**src/rtl/rzfpga_pkg.sv**
```systemverilog
// rzfpga_pkg: shared word width and default I/O register addresses for rzfpga_io.
package rzfpga_pkg;
  localparam int WORD_W = 16;
  localparam logic [14:0] DEF_KBD_ADDR = 15'h6000;
  localparam logic [14:0] DEF_LED_ADDR = 15'h6001;
  localparam logic [14:0] DEF_EVT_ADDR = 15'h6002;
endpackage

```
**src/rtl/rzfpga_debounce.sv**
```systemverilog
// rzfpga_debounce: one key channel -- 2-flop synchronizer, stability counter, debounced stable bit.
module rzfpga_debounce #(
  parameter int DEBOUNCE_CYCLES = 500000
) (
  input  logic clk50,
  input  logic reset_n,
  input  logic key_n,
  output logic stable,
  output logic press
);
  localparam int CW = $clog2(DEBOUNCE_CYCLES + 1);
  logic [1:0] sync_q, sync_d;
  logic [CW-1:0] cnt_q, cnt_d;
  logic stable_q, stable_d;
  logic key_sync, done;
  always_comb begin
    sync_d   = {sync_q[0], key_n};
    key_sync = ~sync_q[1];
    done     = cnt_q == CW'(DEBOUNCE_CYCLES - 1);
    cnt_d    = (key_sync == stable_q || done) ? '0 : cnt_q + 1'b1;
    stable_d = (key_sync != stable_q && done) ? key_sync : stable_q;
    press    = done && key_sync && !stable_q;
  end
  // synchronizer clears to the released level so reset never looks like a press
  always_ff @(posedge clk50 or negedge reset_n) begin
    if (!reset_n) begin
      sync_q   <= 2'b11;
      cnt_q    <= '0;
      stable_q <= 1'b0;
    end else begin
      sync_q   <= sync_d;
      cnt_q    <= cnt_d;
      stable_q <= stable_d;
    end
  end
  assign stable = stable_q;
endmodule

```
**src/rtl/rzfpga_io.sv**
```systemverilog
// rzfpga_io: Hack memory-mapped keyboard/LED block with debounced keys; RZFPGA_IO_EVENT_EN adds a W1C key-event register.
module rzfpga_io
  import rzfpga_pkg::*;
#(
  parameter int          NUM_KEYS        = 4,
  parameter int          NUM_LEDS        = 4,
  parameter int          DEBOUNCE_CYCLES = 500000,
  parameter logic [14:0] KBD_ADDR        = DEF_KBD_ADDR,
  parameter logic [14:0] LED_ADDR        = DEF_LED_ADDR,
  parameter logic [14:0] EVT_ADDR        = DEF_EVT_ADDR
) (
  input  logic                clk50,
  input  logic                reset_n,
  input  logic [NUM_KEYS-1:0] key_n,
  input  logic [14:0]         data_address_bus,
  input  logic [WORD_W-1:0]   data_out_bus,
  input  logic                write_enable,
  output logic [WORD_W-1:0]   io_rdata,
  output logic                io_hit,
  output logic [NUM_LEDS-1:0] led
);
  if (NUM_KEYS < 1 || NUM_KEYS > 15) begin : g_bad_keys
    $error("rzfpga_io: NUM_KEYS must be 1..15");
  end
  if (NUM_LEDS < 1 || NUM_LEDS > 16) begin : g_bad_leds
    $error("rzfpga_io: NUM_LEDS must be 1..16");
  end
  if (DEBOUNCE_CYCLES < 1) begin : g_bad_db
    $error("rzfpga_io: DEBOUNCE_CYCLES must be >= 1");
  end

  logic [NUM_KEYS-1:0] stable, press;
  logic [NUM_LEDS-1:0] led_q, led_d;
  logic [WORD_W-1:0]   kbd, evt_val;
  logic                evt_hit, unused_in;

  for (genvar k = 0; k < NUM_KEYS; k++) begin : g_key
    rzfpga_debounce #(.DEBOUNCE_CYCLES(DEBOUNCE_CYCLES)) u_db (
      .clk50  (clk50),
      .reset_n(reset_n),
      .key_n  (key_n[k]),
      .stable (stable[k]),
      .press  (press[k])
    );
  end

  // scanning downward leaves the lowest pressed index in kbd
  always_comb begin
    kbd = '0;
    for (int i = NUM_KEYS - 1; i >= 0; i--) kbd = stable[i] ? WORD_W'(i + 1) : kbd;
  end

  always_comb led_d = (write_enable && data_address_bus == LED_ADDR) ? data_out_bus[NUM_LEDS-1:0] : led_q;

  always_ff @(posedge clk50 or negedge reset_n) begin
    if (!reset_n) led_q <= '0;
    else led_q <= led_d;
  end

`ifdef RZFPGA_IO_EVENT_EN
  logic [NUM_KEYS-1:0] evt_q, evt_d;
  // press is ORed in last so a coincident set beats the clear
  always_comb begin
    evt_hit = data_address_bus == EVT_ADDR;
    evt_val = evt_hit ? WORD_W'(evt_q) : '0;
    evt_d   = (evt_q & ~({NUM_KEYS{write_enable && evt_hit}} & data_out_bus[NUM_KEYS-1:0])) | press;
  end
  always_ff @(posedge clk50 or negedge reset_n) begin
    if (!reset_n) evt_q <= '0;
    else evt_q <= evt_d;
  end
`else
  assign evt_hit = 1'b0;
  assign evt_val = '0;
`endif

  assign unused_in = ^{press, data_out_bus};
  assign led       = led_q;

  always_comb begin
    io_hit   = data_address_bus == KBD_ADDR || data_address_bus == LED_ADDR || evt_hit;
    io_rdata = data_address_bus == KBD_ADDR ? kbd :
               data_address_bus == LED_ADDR ? WORD_W'(led_q) : evt_val;
  end
endmodule
```
**config.mk**
```make
export PLATFORM = sky130hd
export DESIGN_NAME = rzfpga_io
export DESIGN_NICKNAME = d
export VERILOG_FILES = /design/src/rtl/rzfpga_pkg.sv /design/src/rtl/rzfpga_debounce.sv /design/src/rtl/rzfpga_io.sv
export SDC_FILE = /design/constraint.sdc
export NUM_CORES = 1
export LEC_CHECK = 0
export ABC_AREA = 0
export BUFFER_PORTS_ARGS = -buffer_cell sky130_fd_sc_hd__buf_2
export CAP_MARGIN = 20
export CORE_MARGIN = 4
export CORE_UTILIZATION = 52
export CTS_CLUSTER_DIAMETER = 120
export DETAILED_ROUTE_END_ITERATION = 16
export GPL_TIMING_DRIVEN = 0
export PLACE_DENSITY_LB_ADDON = 0.05
export SLEW_MARGIN = 20
export SYNTH_ARGS = -nofsm -noshare
export SYNTH_HDL_FRONTEND = slang
export SYNTH_SLANG_ARGS = --single-unit
```
**constraint.sdc**
```tcl
create_clock -name clk50 -period 1.7 [get_ports clk50]
set_input_delay 0.425 -clock clk50 [delete_from_list [all_inputs] [get_ports clk50]]
set_output_delay 0.425 -clock clk50 [all_outputs]
set_load 0.02 [all_outputs]
```
==> run summary <==
Post-synth design cell area: 4550 um2
Nets: 590
Asr flop ratio synth: 100%
Fin. Hold Viols: 0
Worst Setup Start Kind: register
Min Tclk post-route: 1.91 ns
Leak: 2.41 nW
DP Wirelength: 6270 um
Max-cap viol count: 0
DRT antenna net count: 0
Yosys cell types: 43
First-pass GRT wire length: 16600 um
FILL cells: 666
TritonCTS Buffers: 9
RSZ-0062 raised after global routing: yes
Final-report max-slew violation count: 0
Starting Density: 54.3%
Fin Setup TNS: -0.634 ns
Vias per inst: 5.53
Post-synth top area share: 46.2%
Clk sink count: 92
CP Capture Type: primary output
Tot GR Track Use: 20.1%
Most common cell after layout, fill and taps aside: nor2_1
Yosys Warn Count: 0
DRC Markers: 0
VDD IR-drop max: 0.447 mV
I/O Buffers: 34
Outcome: finished with violations
Violated checks: setup timing
Die Wd: 102 um
First DRT Iteration DRCs: 104
Peak Freq: 523 MHz
WL final: 9870 um
Diode count: 0
H-tree levels: 3
Clock Pin Slew Worst Setup and Hold Paths: 0.11 ns
Worst Setup Path Type: reg -> out
Die height: 102 um
Fin crit share: 112%
Root Buffer: clkbuf_8
Worst skew pair latency: 0.37 ns
Post-synthesis register bit count: 92
Post-Synthesis Cells: 457
Gp weighted congestion: 0.858
Row count: 33
Area delta synth->final: 26.9%
CTS tree: done
Top cells by area, synth: dfrtp_1, xnor2_1, nor2_1
Average size of a mapped cell: 9.96 um2
WL/cell: 15.0 um
Initial antenna violation count: 0
Drt pass-1 iters: 4
Final Skew: 0.0185 ns
Post-synth EDFFs: 0
Die area: 10300 um2
Clock Tree Buf Depth: 2
Total power: 4.09 mW
Finish-stage setup viols: 5
CORE AREA: 8380 um2
Ys flop type: dfrtp_1
Pwr Density: 707 nW/um2
Hold Path Class: in -> reg
Crit path DAT: 1.49 ns
Share of layout cells above drive strength 1: 32.2%
Routed via count: 3636
Setup Slack @ Placement: -0.384 ns
Largest net degree at the start of global routing: 71
Sequential area share after synthesis: 50.8%
CP Max Fanout: 5
Commonest non-fill, non-tap cells in the layout: nor2_1, dfrtp_1, buf_4
Cell taking the most area after synthesis: dfrtp_1
Worst EP required: 1.27 ns
GRT overflow: 0
Setup ws final: -0.210 ns
I/O pin total: 59
Final core occ: 68.9%
Vias in the first global route: 3576
-- Yosys cell counts, drive strengths merged, types with 8 or more instances --
| cell type | number |
|---|---|
| xor2 | 19 |
| nand2 | 20 |
| dfstp | 8 |
| xnor2 | 38 |
| dfrtp | 84 |
| or3 | 9 |
| nor3 | 14 |
| o21ai | 16 |
| a21oi | 15 |
| nand3 | 29 |
| buf | 15 |
| inv | 14 |
| nor2 | 71 |
| nand4 | 23 |
| and4 | 8 |
| nor4 | 17 |
-- state kept, by name (all words and copies together) (netlist names) --
register / count
g_key.u_db.stable: 4
g_key.u_db.cnt_q: 76
g_key.u_db.sync_q: 8
led: 4
-- final cells by class --
| class | count | area (um2) | share of cell area (%) |
|---|---|---|---|
| multi-input combinational | 342 | 2380 | 41.3 |
| clock buffer | 9 | 124 | 2.14 |
| sequential | 92 | 2330 | 40.4 |
| tap | 105 | 131 | 2.27 |
| clock inverter | 7 | 80.1 | 1.39 |
| buffer | 19 | 140 | 2.43 |
| inverter | 14 | 55.1 | 0.953 |
| timing repair buffer | 70 | 529 | 9.16 |
-- final timing paths --
check                                     endpoint  cells after the start  slack, ns                     from
max                                    io_rdata[2]                      4      -0.21     g_key[0].u_db.stable
min in group asynchronous  g_key[1].u_db.cnt_q[14]                      2       0.46                  reset_n
max in group asynchronous  g_key[2].u_db.sync_q[0]                      3       0.58                  reset_n
min                        g_key[0].u_db.sync_q[0]                      1       0.14                 key_n[0]
max reg2reg                 g_key[2].u_db.cnt_q[2]                      6       0.05  g_key[2].u_db.cnt_q[12]
min reg2reg                g_key[3].u_db.sync_q[1]                      0       0.36  g_key[3].u_db.sync_q[0]
-- critical path: stages (launching register included) --
cell,delay [ns]
dfrtp_2,0.46
nor4bb_4,0.30
a21oi_2,0.07
nor2_1,0.13
buf_4,0.16
-- stage by stage --
step	area (um2)	instances	hold WS [ns]
after floorplan	4640	468	0.129
after global placement	4940	607	0.347
after detailed placement	4970	608	0.292
after CTS	5530	650	0.136
after global routing	5780	658	0.124
final	5780	658	0.142
-- what timing repair did --
| action | CTS | global route |
|---|---|---|
| hold buffers | 1 | 0 |
| buffers inserted | 25 | 9 |
| endpoints found under the hold margin | 21 | 0 |
| setup endpoints to repair | 57 | 78 |
| resized for setup | 34 | 53 |
| pin swaps | 18 | 12 |
-- metal layers --
metal / up-vias / wire length [um] / GRT usage (%)
met1: 1780 / 4320 / 26.6
li1: 1772 / - / -
met5: - / 0 / 0
met2: 76 / 4980 / 33.7
met4: 0 / 84 / 6.03
met3: 8 / 477 / 3.93
-- power by group --
| group | internal [mW] | switching, mW | total, mW |
|---|---|---|---|
| clock | 0.701 | 0.856 | 1.56 |
| sequential | 2.23 | 0.0324 | 2.26 |
| combinational | 0.113 | 0.156 | 0.269 |
-- cells by family (layout without fill, tap and decap cells) --
family / Yosys count / count (layout) / share of synthesized area [%]
AO/OA/AOI/OAI: 42 / 42 / 5.66
multiplexers: 4 / 4 / 0.989
adder cells (fa/ha/maj): 4 / 4 / 1.10
AND/OR/NAND/NOR: 223 / 223 / 26.5
flip-flops: 92 / 92 / 50.8
buffers and inverters: 34 / 119 / 3.87
XOR/XNOR: 57 / 57 / 11.0
other: 1 / 12 / 0.0824
(Power assumes the default switching activity.)
